**src/rtl/nexys_starship_pkg.sv**
```systemverilog
// Shared constants for the Nexys Starship damage scheduler: FSM state
// encoding, subsystem indices and the LFSR feedback polynomial.
package nexys_starship_pkg;

  // One-hot FSM encoding; each state bit maps directly onto a q_* output.
  typedef enum logic [4:0] {
    ST_IDLE  = 5'b00001,
    ST_ARM   = 5'b00010,
    ST_COUNT = 5'b00100,
    ST_PICK  = 5'b01000,
    ST_OVER  = 5'b10000
  } state_e;

  // Bit positions of each repairable subsystem in broken / break_pulse.
  localparam int SUB_TOP    = 0;
  localparam int SUB_BOTTOM = 1;
  localparam int SUB_LEFT   = 2;
  localparam int SUB_RIGHT  = 3;

  // 16-bit Galois feedback taps (maximal length).
  localparam logic [15:0] LFSR_MASK = 16'hB400;

  // One Galois step: shift right, fold the taps in when bit 0 falls out.
  function automatic logic [15:0] lfsr_next(input logic [15:0] s);
    return s[0] ? ((s >> 1) ^ LFSR_MASK) : (s >> 1);
  endfunction

endpackage

```
**src/rtl/nexys_starship_lfsr16.sv**
```systemverilog
// Free-running 16-bit Galois LFSR; the random source for break gaps,
// victim search start and repair hex codes.
module nexys_starship_lfsr16
  import nexys_starship_pkg::*;
#(
  parameter logic [15:0] SEED = 16'hACE1
) (
  input  logic        Clk,
  input  logic        Reset,
  output logic [15:0] lfsr
);

  logic [15:0] lfsr_q, lfsr_d;

  // Advance one step every cycle; reset only reloads the seed.
  always_comb begin
    lfsr_d = lfsr_next(lfsr_q);
  end

  // State register, seeded on synchronous reset.
  always_ff @(posedge Clk) begin
    if (Reset) lfsr_q <= SEED;
    else       lfsr_q <= lfsr_d;
  end

  assign lfsr = lfsr_q;

endmodule

```
**src/rtl/nexys_starship_damage_sched.sv**
```systemverilog
// Damage scheduler: after a pseudo-random gap, breaks one working
// subsystem (round-robin from a random start), hands out a repair hex,
// and ends the game when any subsystem stays broken too long.
module nexys_starship_damage_sched
  import nexys_starship_pkg::*;
#(
  parameter int          NUM_SUB      = 4,
  parameter int unsigned MIN_GAP      = 50_000_000,
  parameter logic [31:0] GAP_MASK     = 32'h03FF_FFFF,
  parameter int unsigned BROKEN_LIMIT = 500_000_000,
  parameter logic [15:0] SEED         = 16'hACE1
) (
  input  logic               Clk,
  input  logic               Reset,
  input  logic               play_flag,
  input  logic [NUM_SUB-1:0] broken,
  output logic [NUM_SUB-1:0] break_pulse,
  output logic [3:0]         break_hex,
  output logic               gameover,
  output logic [7:0]         fire_count,
  output logic               q_Idle,
  output logic               q_Arm,
  output logic               q_Count,
  output logic               q_Pick,
  output logic               q_Over
);

  localparam logic [31:0] MIN_GAP32 = 32'(MIN_GAP);
  localparam logic [31:0] LIMIT32   = 32'(BROKEN_LIMIT);

  // Reject parameter sets whose gap overflows 32 bits or that would stall.
  if ((64'(MIN_GAP) + 64'(GAP_MASK) > 64'hFFFF_FFFF) || (MIN_GAP == 0) ||
      (BROKEN_LIMIT == 0) || (SEED == 16'h0000) || (NUM_SUB < 1)) begin : g_param_err
    $error("nexys_starship_damage_sched: illegal parameter set");
  end

  logic [15:0] lfsr;

  nexys_starship_lfsr16 #(.SEED(SEED)) u_lfsr (
    .Clk   (Clk),
    .Reset (Reset),
    .lfsr  (lfsr)
  );

  state_e                     state_q, state_d;
  logic [31:0]                gap_q, gap_d;
  logic [NUM_SUB-1:0]         pulse_q, pulse_d;
  logic [3:0]                 hex_q, hex_d;
  logic                       go_q, go_d;
  logic [7:0]                 fc_q, fc_d;
  logic [NUM_SUB-1:0][31:0]   timer_q, timer_d;

  int                         rr_start;
  logic                       vfound;
  logic [NUM_SUB-1:0]         victim_oh;
  logic                       limit_hit;

  // Round-robin victim search: first working subsystem at or after a
  // random start, wrapping past the top index.
  always_comb begin
    rr_start  = int'(lfsr[1:0]) % NUM_SUB;
    vfound    = 1'b0;
    victim_oh = '0;
    for (int k = 0; k < NUM_SUB; k++) begin
      for (int i = 0; i < NUM_SUB; i++) begin
        if (!vfound && (i == (rr_start + k) % NUM_SUB) && !broken[i]) begin
          vfound       = 1'b1;
          victim_oh[i] = 1'b1;
        end
      end
    end
  end

  // Any subsystem that has sat broken for the full limit ends the game.
  always_comb begin
    limit_hit = 1'b0;
    for (int i = 0; i < NUM_SUB; i++) begin
      if (timer_q[i] == LIMIT32) limit_hit = 1'b1;
    end
  end

  // Next-state logic; overrides at the bottom encode the priority
  // play_flag drop > game over > PICK fire.
  always_comb begin
    state_d = state_q;
    gap_d   = gap_q;
    pulse_d = '0;
    hex_d   = hex_q;
    go_d    = go_q;
    fc_d    = fc_q;
    for (int i = 0; i < NUM_SUB; i++) begin
      if (!broken[i])                timer_d[i] = '0;
      else if (timer_q[i] == LIMIT32) timer_d[i] = timer_q[i];
      else                           timer_d[i] = timer_q[i] + 32'd1;
    end

    unique case (state_q)
      ST_IDLE: begin
        hex_d   = '0;
        go_d    = 1'b0;
        fc_d    = '0;
        gap_d   = '0;
        timer_d = '0;
        if (play_flag) state_d = ST_ARM;
      end
      ST_ARM: begin
        // Load gap-1 so COUNT spends exactly 'gap' cycles before PICK.
        gap_d   = MIN_GAP32 + ({16'b0, lfsr} & GAP_MASK) - 32'd1;
        state_d = ST_COUNT;
      end
      ST_COUNT: begin
        if (gap_q == 32'd0) state_d = ST_PICK;
        else                gap_d   = gap_q - 32'd1;
      end
      ST_PICK: begin
        state_d = ST_ARM;
        if (vfound) begin
          pulse_d = victim_oh;
          hex_d   = lfsr[7:4];
          if (fc_q != 8'hFF) fc_d = fc_q + 8'd1;
        end
      end
      ST_OVER: begin
        go_d = 1'b1;
      end
      default: state_d = ST_IDLE;
    endcase

    // A timer at the limit beats a fire in the same PICK cycle.
    if (limit_hit && (state_q inside {ST_ARM, ST_COUNT, ST_PICK})) begin
      state_d = ST_OVER;
      go_d    = 1'b1;
      pulse_d = '0;
      hex_d   = hex_q;
      fc_d    = fc_q;
    end

    // Leaving the game always wins and wipes the per-game state.
    if (!play_flag) begin
      state_d = ST_IDLE;
      pulse_d = '0;
      hex_d   = '0;
      go_d    = 1'b0;
      fc_d    = '0;
      gap_d   = '0;
      timer_d = '0;
    end
  end

  // All scheduler state, cleared by synchronous reset.
  always_ff @(posedge Clk) begin
    if (Reset) begin
      state_q <= ST_IDLE;
      gap_q   <= '0;
      pulse_q <= '0;
      hex_q   <= '0;
      go_q    <= 1'b0;
      fc_q    <= '0;
      timer_q <= '0;
    end else begin
      state_q <= state_d;
      gap_q   <= gap_d;
      pulse_q <= pulse_d;
      hex_q   <= hex_d;
      go_q    <= go_d;
      fc_q    <= fc_d;
      timer_q <= timer_d;
    end
  end

  assign break_pulse = pulse_q;
  assign break_hex   = hex_q;
  assign gameover    = go_q;
  assign fire_count  = fc_q;
  assign q_Idle      = (state_q == ST_IDLE);
  assign q_Arm       = (state_q == ST_ARM);
  assign q_Count     = (state_q == ST_COUNT);
  assign q_Pick      = (state_q == ST_PICK);
  assign q_Over      = (state_q == ST_OVER);

endmodule

```
**config.mk**
```make
export PLATFORM = sky130hd
export DESIGN_NAME = nexys_starship_damage_sched
export DESIGN_NICKNAME = d
export VERILOG_FILES = /design/src/rtl/nexys_starship_pkg.sv /design/src/rtl/nexys_starship_lfsr16.sv /design/src/rtl/nexys_starship_damage_sched.sv
export SDC_FILE = /design/constraint.sdc
export NUM_CORES = 1
export LEC_CHECK = 0
export BUFFER_PORTS_ARGS = -buffer_cell sky130_fd_sc_hd__buf_2
export CAP_MARGIN = 20
export CORE_AREA = 2 2 200 202
export CTS_BUF_LIST = sky130_fd_sc_hd__clkbuf_8
export DETAILED_ROUTE_END_ITERATION = 8
export DIE_AREA = 0 0 202 204
export PLACE_DENSITY = 0.36
export SYNTH_ARGS = -nofsm -noshare
export SYNTH_HDL_FRONTEND = slang
export SYNTH_SLANG_ARGS = --single-unit
```
**constraint.sdc**
```tcl
create_clock -name Clk -period 3.15 [get_ports Clk]
set_input_delay 0.1575 -clock Clk [delete_from_list [all_inputs] [get_ports Clk]]
set_output_delay 0.1575 -clock Clk [all_outputs]
set_load 0.005 [all_outputs]
```
==> impl_metrics.ini, run 1 <==
[status]
status = finished, final reports clean

[flow_run]
drv_cap = 0

[grt]
grt_usage_pct = 12.6
grt_max_degree = 34
grt_overflow = 0
grt_pass1_wl_um = 41900
grt_antenna_before_repair = 2
grt_pass1_vias = 7790

[logic_synthesis]
synthSimpleGateAreaFrac_pct = 29.8
synthAdderAreaFrac_pct = 1.95
synthesis.area_sq_um = 9650
syn_avg_cell_area_sq_um = 8.22
synth_top_family_by_area = simple AND/OR/NAND/NOR gates
postSynthCellCount = 1173
ys_async_sr_fraction_pct = 0
synth-seq-cells = 198
synth_edf_count = 0
yosysWarningCount = 0
synth_compound_area_share_pct = 11.0
yosysSeqAreaShare_pct = 41.1
synth_cell_types = 64
syn-num-nets = 1195
synth_mux_area_share_pct = 0.856
synth_xor_area_share_pct = 12.0
synth-main-ff-cell = dfxtp_1

[detailed_routing]
postRouteAntennaNets = 0
wl_per_cell_um = 14.4
drt_iter0_drc = 354
wirelength_um = 25000
vias = 7946
drtPass1Iterations = 4
drc = 0
viasPerCell = 4.56

[pwr]
power_leakage_nw = 3.61
pwr_density_cell_nw_per_um2 = 449
ir_drop_mv = 0.241
power_mw = 4.90

[critical_path]
critPathCapture = fire_count[7]
critPathArrivalTime_ns = 3.08
startpoint_type = flop
reg2reg_to = fire_count[7]
worstSetupPathType = flop to flop
crit_fanout = 10
required_ns = 3.54
end_kind = flop
critPathLaunch = u_lfsr.lfsr[0]
r2r-start = u_lfsr.lfsr[0]
r2r_slack_ns = 0.47
r2r_cells = 8

[sta]
setup_viol = 0
fin_crit_sh_pct = 85.2
min_period_ns = 2.68
fmax_mhz = 373
finalHoldViolations = 0
relSlewSlack_pct = 45.2
final-max-slew-violation-count = 0
rsz0062_at_grt = false
setup_tns_ns = 0
worst_slew_pin_slew_ns = 0.811
finClkSkew_ns = 0.0159

[floorplan]
rows = 73
core_area_sq_um = 39200
die_w_um = 202
start_util_pct = 24.6
ioPinCount = 29
die_h_um = 204
die_area_sq_um = 41200

[clock_tree]
cts_made_buffers = 17
cts_setup_buffers = 0
clk_pin_slew_ns = 0.10
cts_buffer_depth = 2
tritoncts = done
cts_sinks = 198
root_buffer = clkbuf_8
clk_latency_ns = 0.49
cts-htree-levels = 4

[cells_and_area]
finish.net_count = 1224
nFillCells = 4232
area_delta_synth_final_pct = 13.0
seqCellArea_sq_um = 3960
final_core_util_pct = 27.8
final_cell_mix = dfxtp_1 (198), nor2_1 (193), nand2_1 (89)
multi_input_area_sq_um = 5380
drive_gt1_share_pct = 8.57
finalNonFillerCells = 1741
layout_commonest_cell = dfxtp_1

[placed_design]
globalplace.congestion = 0.726
port_buffers = 28
dp_hpwl_um = 17400
placed_cells = 1703

[hold_path]
hold_path.class = primary input to flop
## cells in the mapped netlist, drive strengths merged, types with 23 or more instances
cell    number  area, sq um
xnor2       58          508
nor4        23          180
nor2       195          737
dfxtp      198         3960
inv         35          131
nand4       32          200
nand3       62          310
a21oi       56          280
clkbuf      35          133
and3        28          175
nor3        29          145
o21ai       54          274
nand2       89          334
xor2        74          648
## power by group
| part | switching, mW | internal, mW |
|---|---|---|
| logic | 0.291 | 0.167 |
| registers | 0.0404 | 2.53 |
| clock network | 0.958 | 0.906 |
| total | 1.29 | 3.61 |
## state kept, by name, indices dropped and copies added, names as in the netlist
| name | cells |
|---|---|
| break_hex | 4 |
| timer_q | 128 |
| state_q | 5 |
| gameover | 1 |
| u_lfsr.lfsr | 16 |
| gap_q | 32 |
| fire_count | 8 |
| break_pulse | 4 |
## how the worst min path moves through the flow
stage | from | to | slack (ns) | cells after the start
2_1_floorplan | Reset | u_lfsr.lfsr[14] | 0.23 | 1
3_3_place_gp | broken[0] | break_pulse[0] | 0.43 | 2
3_5_place_dp | broken[0] | break_pulse[0] | 0.43 | 2
4_1_cts | play_flag | state_q[4] | 0.25 | 4
5_1_grt | play_flag | gameover | 0.29 | 4
6_report | play_flag | state_q[4] | 0.27 | 4
## kinds of logic (layout without fill, tap and decap cells)
group | after synthesis | after routing
mux | 8 | 8
flops | 198 | 198
fa+ha+maj | 15 | 15
other cells | 0 | 2
simple gates | 567 | 567
buf+inv | 77 | 118
xor+xnor | 132 | 132
compound gates | 176 | 176
## per-stage QoR
stage	area (sq um)	hold slack, ns	setup WS, ns
3_3_place_gp	10400	0.434	0.279
6_report	10900	0.275	0.468
4_1_cts	10900	0.249	0.107
5_1_grt	10900	0.293	0.116
2_1_floorplan	9650	0.229	0.508
3_5_place_dp	10400	0.434	0.132
## repair_timing
action / CTS / global route
endpoints found under the setup margin: 0 / 16
endpoints found under the hold margin: 11 / 0
hold buffers: 5 / 0
resized for setup: 0 / 4
## worst max-delay path, cell delays in order, from the launching register on
cell and delay [ns]:
dfxtp_1 0.56, inv_1 0.16, ha_1 0.30, a21boi_0 0.18, a2111oi_2 0.46, nand4_1 0.25, o21ai_4 0.32, nor3b_1 0.10
o221a_2 0.25
## metal layers
layer  vias to the layer above  global-route usage (%)  part of all wire [%]
met2                        68                    19.9                    45
li1                       4148                       -                     -
met4                         0                    3.86                   1.3
met3                        18                    2.36                   2.6
met5                         -                       0                     0
met1                      3712                    17.5                    51
## cell type report
type | count | area share, %
Timing Repair Buffer | 52 | 3.05
Multi-Input combinational cell | 898 | 49.3
Clock inverter | 12 | 1.61
Sequential cell | 198 | 36.4
Clock buffer | 19 | 2.40
Antenna cell | 2 | 0.0459
Inverter | 35 | 1.20
Tap cell | 525 | 6.02
(Power assumes the default switching activity.)
==> run 2, diff against run 1 <==
--- a/config.mk
+++ b/config.mk
@@ -5,13 +5,14 @@
 export SDC_FILE = /design/constraint.sdc
 export NUM_CORES = 1
 export LEC_CHECK = 0
+export ABC_AREA = 1
 export BUFFER_PORTS_ARGS = -buffer_cell sky130_fd_sc_hd__buf_2
 export CAP_MARGIN = 20
-export CORE_AREA = 2 2 200 202
+export CORE_AREA = 2 2 205 207
 export CTS_BUF_LIST = sky130_fd_sc_hd__clkbuf_8
 export DETAILED_ROUTE_END_ITERATION = 8
-export DIE_AREA = 0 0 202 204
-export PLACE_DENSITY = 0.36
+export DIE_AREA = 0 0 207 209
+export PLACE_DENSITY = 0.43
 export SYNTH_ARGS = -nofsm -noshare
 export SYNTH_HDL_FRONTEND = slang
 export SYNTH_SLANG_ARGS = --single-unit
==> impl_metrics.ini, run 2 <==
[pwr]
pwr_density_cell_nw_per_um2 = 415
power_leakage_nw = 3.93
ir_drop_mv = 0.165

[logic_synthesis]
yosysWarningCount = 0
synth.area.top_cells = dfxtp_1 (39%), inv_1 (8.9%), nand2_1 (7.7%)
synth-main-ff-cell = dfxtp_1
ys_async_sr_fraction_pct = 0
syn-num-nets = 1478
synth_most_common_cell = inv_1
yosysSeqAreaShare_pct = 38.9
postSynthCellCount = 1456
yosysTopAreaCell = dfxtp_1
synth-seq-cells = 198
synthTopCellsByCount = inv_1 (242), nand2_1 (210), dfxtp_1 (198)
synth_top_cell_area_share_pct = 38.9
synth_cell_types = 51
synthesis.area_sq_um = 10200
syn_avg_cell_area_sq_um = 6.99
synth_edf_count = 0

[grt]
grt_antenna_before_repair = 2
grt_max_degree = 25
grt_usage_pct = 11.6
grt_pass1_wl_um = 41900
grt_overflow = 0
grt_pass1_vias = 8618

[cells_and_area]
drive_gt1_share_pct = 10.2
final_cell_mix = inv_1 (243), nand2_1 (210), dfxtp_1 (198)
finish.net_count = 1515
area_delta_synth_final_pct = 12.2
top_register = timer_q
final_core_util_pct = 27.7
largest_reg_flops = 128
fin_area_sq_um = 11400
layout_commonest_cell = inv_1

[sta]
fin_crit_sh_pct = 84.3
finalHoldViolations = 0
worst_slew_pin_slew_ns = 0.561
fmax_mhz = 376
rsz0062_at_grt = false
min_period_ns = 2.66
setup_tns_ns = 0
setup_viol = 0
final-max-slew-violation-count = 0
finClkSkew_ns = 0.0159
relSlewSlack_pct = 62.3

[placed_design]
port_buffers = 28
globalplace.congestion = 0.771
dp_hpwl_um = 18300
detailed_place.area_sq_um = 11000

[status]
status = finished, final reports clean

[hold_path]
hold_depth = 4
hold_path.class = primary input to flop

[critical_path]
critPathArrivalTime_ns = 3.04
end_kind = flop
startpoint_type = flop
r2r_cells = 18
required_ns = 3.53
crit_fanout = 8
worstSetupPathType = flop to flop

[detailed_routing]
vias = 9170
viasPerCell = 4.48
postRouteAntennaNets = 0
drt_iter0_drc = 592
wirelength_um = 24500
drc = 0
wl_per_cell_um = 12.0
drtPass1Iterations = 5

[clock_tree]
cts_made_buffers = 17
root_buffer = clkbuf_8
clk_pin_slew_ns = 0.10
cts-htree-levels = 4
cts_resized = 0
cts_buffer_depth = 2
clk_latency_ns = 0.49
cts_sinks = 198
cts_setup_buffers = 0
tritoncts = done

[floorplan]
die_w_um = 207
core_area_sq_um = 41300
ioPinCount = 29
rows = 75
start_util_pct = 24.7
die_h_um = 209
die_area_sq_um = 43300

[flow_run]
drv_cap = 0
## run 2: changes by cell type in the layout (fill, tap and decap cells not counted), sizes merged, moves of 17 or more
cell   before  now
a21oi      56  134
or3        18    1
and3       28    0
nor3       29   86
xor2       74   13
o21ai      54  107
xnor2      58    3
nand2      89  215
inv        40  249
## run 2: cell type report
cell class | instances | area [sq um]
diodes | 1 | 2.50
clock buffers | 18 | 248
clock inverters | 13 | 135
fillers | 4575 | 29900
inverters | 252 | 946
multi-input cells | 982 | 5210
flip-flops and latches | 198 | 3960
well taps | 539 | 674
repair buffers | 42 | 248
## run 2: per-layer routing
metal / GRT usage (%) / vias up / share of wire (%)
met5: 0 / - / 0
met4: 3.57 / 0 / 1.5
met3: 1.98 / 18 / 2.2
met2: 18.8 / 94 / 45
met1: 15.7 / 4179 / 51
li1: - / 4879 / -
## run 2: timing repair
action / in CTS / in global routing
setup endpoints to repair: 0 / 0
hold endpoints to repair: 7 / 0
hold buffers: 1 / 0
## run 2: through the flow
stage / setup slack [ns] / cells / total power, mW / hold WS [ns]
after floorplan: 0.684 / 1456 / 3.01 / 0.317
after global placement: 0.599 / 2012 / 3.15 / 0.443
after detailed placement: 0.539 / 2012 / 3.15 / 0.445
after CTS: 0.494 / 2044 / 4.84 / 0.0366
after global routing: 0.103 / 2045 / 5.02 / 0.0793
final: 0.493 / 2045 / 4.74 / 0.0783
## run 2: power by group
part / switching (mW) / internal (mW) / total (mW)
registers: 0.0370 / 2.54 / 2.58
clock network: 0.935 / 0.717 / 1.65
logic: 0.337 / 0.173 / 0.510
total: 1.31 / 3.43 / 4.74
## run 2: cell families after synthesis
logic type,Yosys count,synth area share (%)
compound gates,299,16.2
xor+xnor,16,1.38
flops,198,38.9
buf+inv,276,10.2
simple gates,652,31.4
fa+ha+maj,15,1.84
## run 2: final timing paths
| kind | from | end | slack (ns) |
|---|---|---|---|
| worst max register to register | u_lfsr.lfsr[1] | break_hex[1] | 0.49 |
| worst min-delay path | broken[3] | break_pulse[3] | 0.08 |
| worst min register to register | timer_q[63] | timer_q[63] | 0.46 |
| worst max-delay path | u_lfsr.lfsr[1] | break_hex[1] | 0.49 |
## run 2: worst max-delay path, cell delays in order (launching register included)
cell and delay, ns:
dfxtp_1 0.40, inv_1 0.12, ha_1 0.25, nand2_1 0.12, nand2_1 0.07, nor2_2 0.19, nand3_2 0.11, nor2_2 0.11
nand3_1 0.13, nand2_1 0.12, nor2_2 0.05, nand4_1 0.13, nand2_2 0.09, nor2_4 0.14, nand4_4 0.17, nand2_4 0.16
inv_2 0.04, nor2_1 0.08, nor2_1 0.05
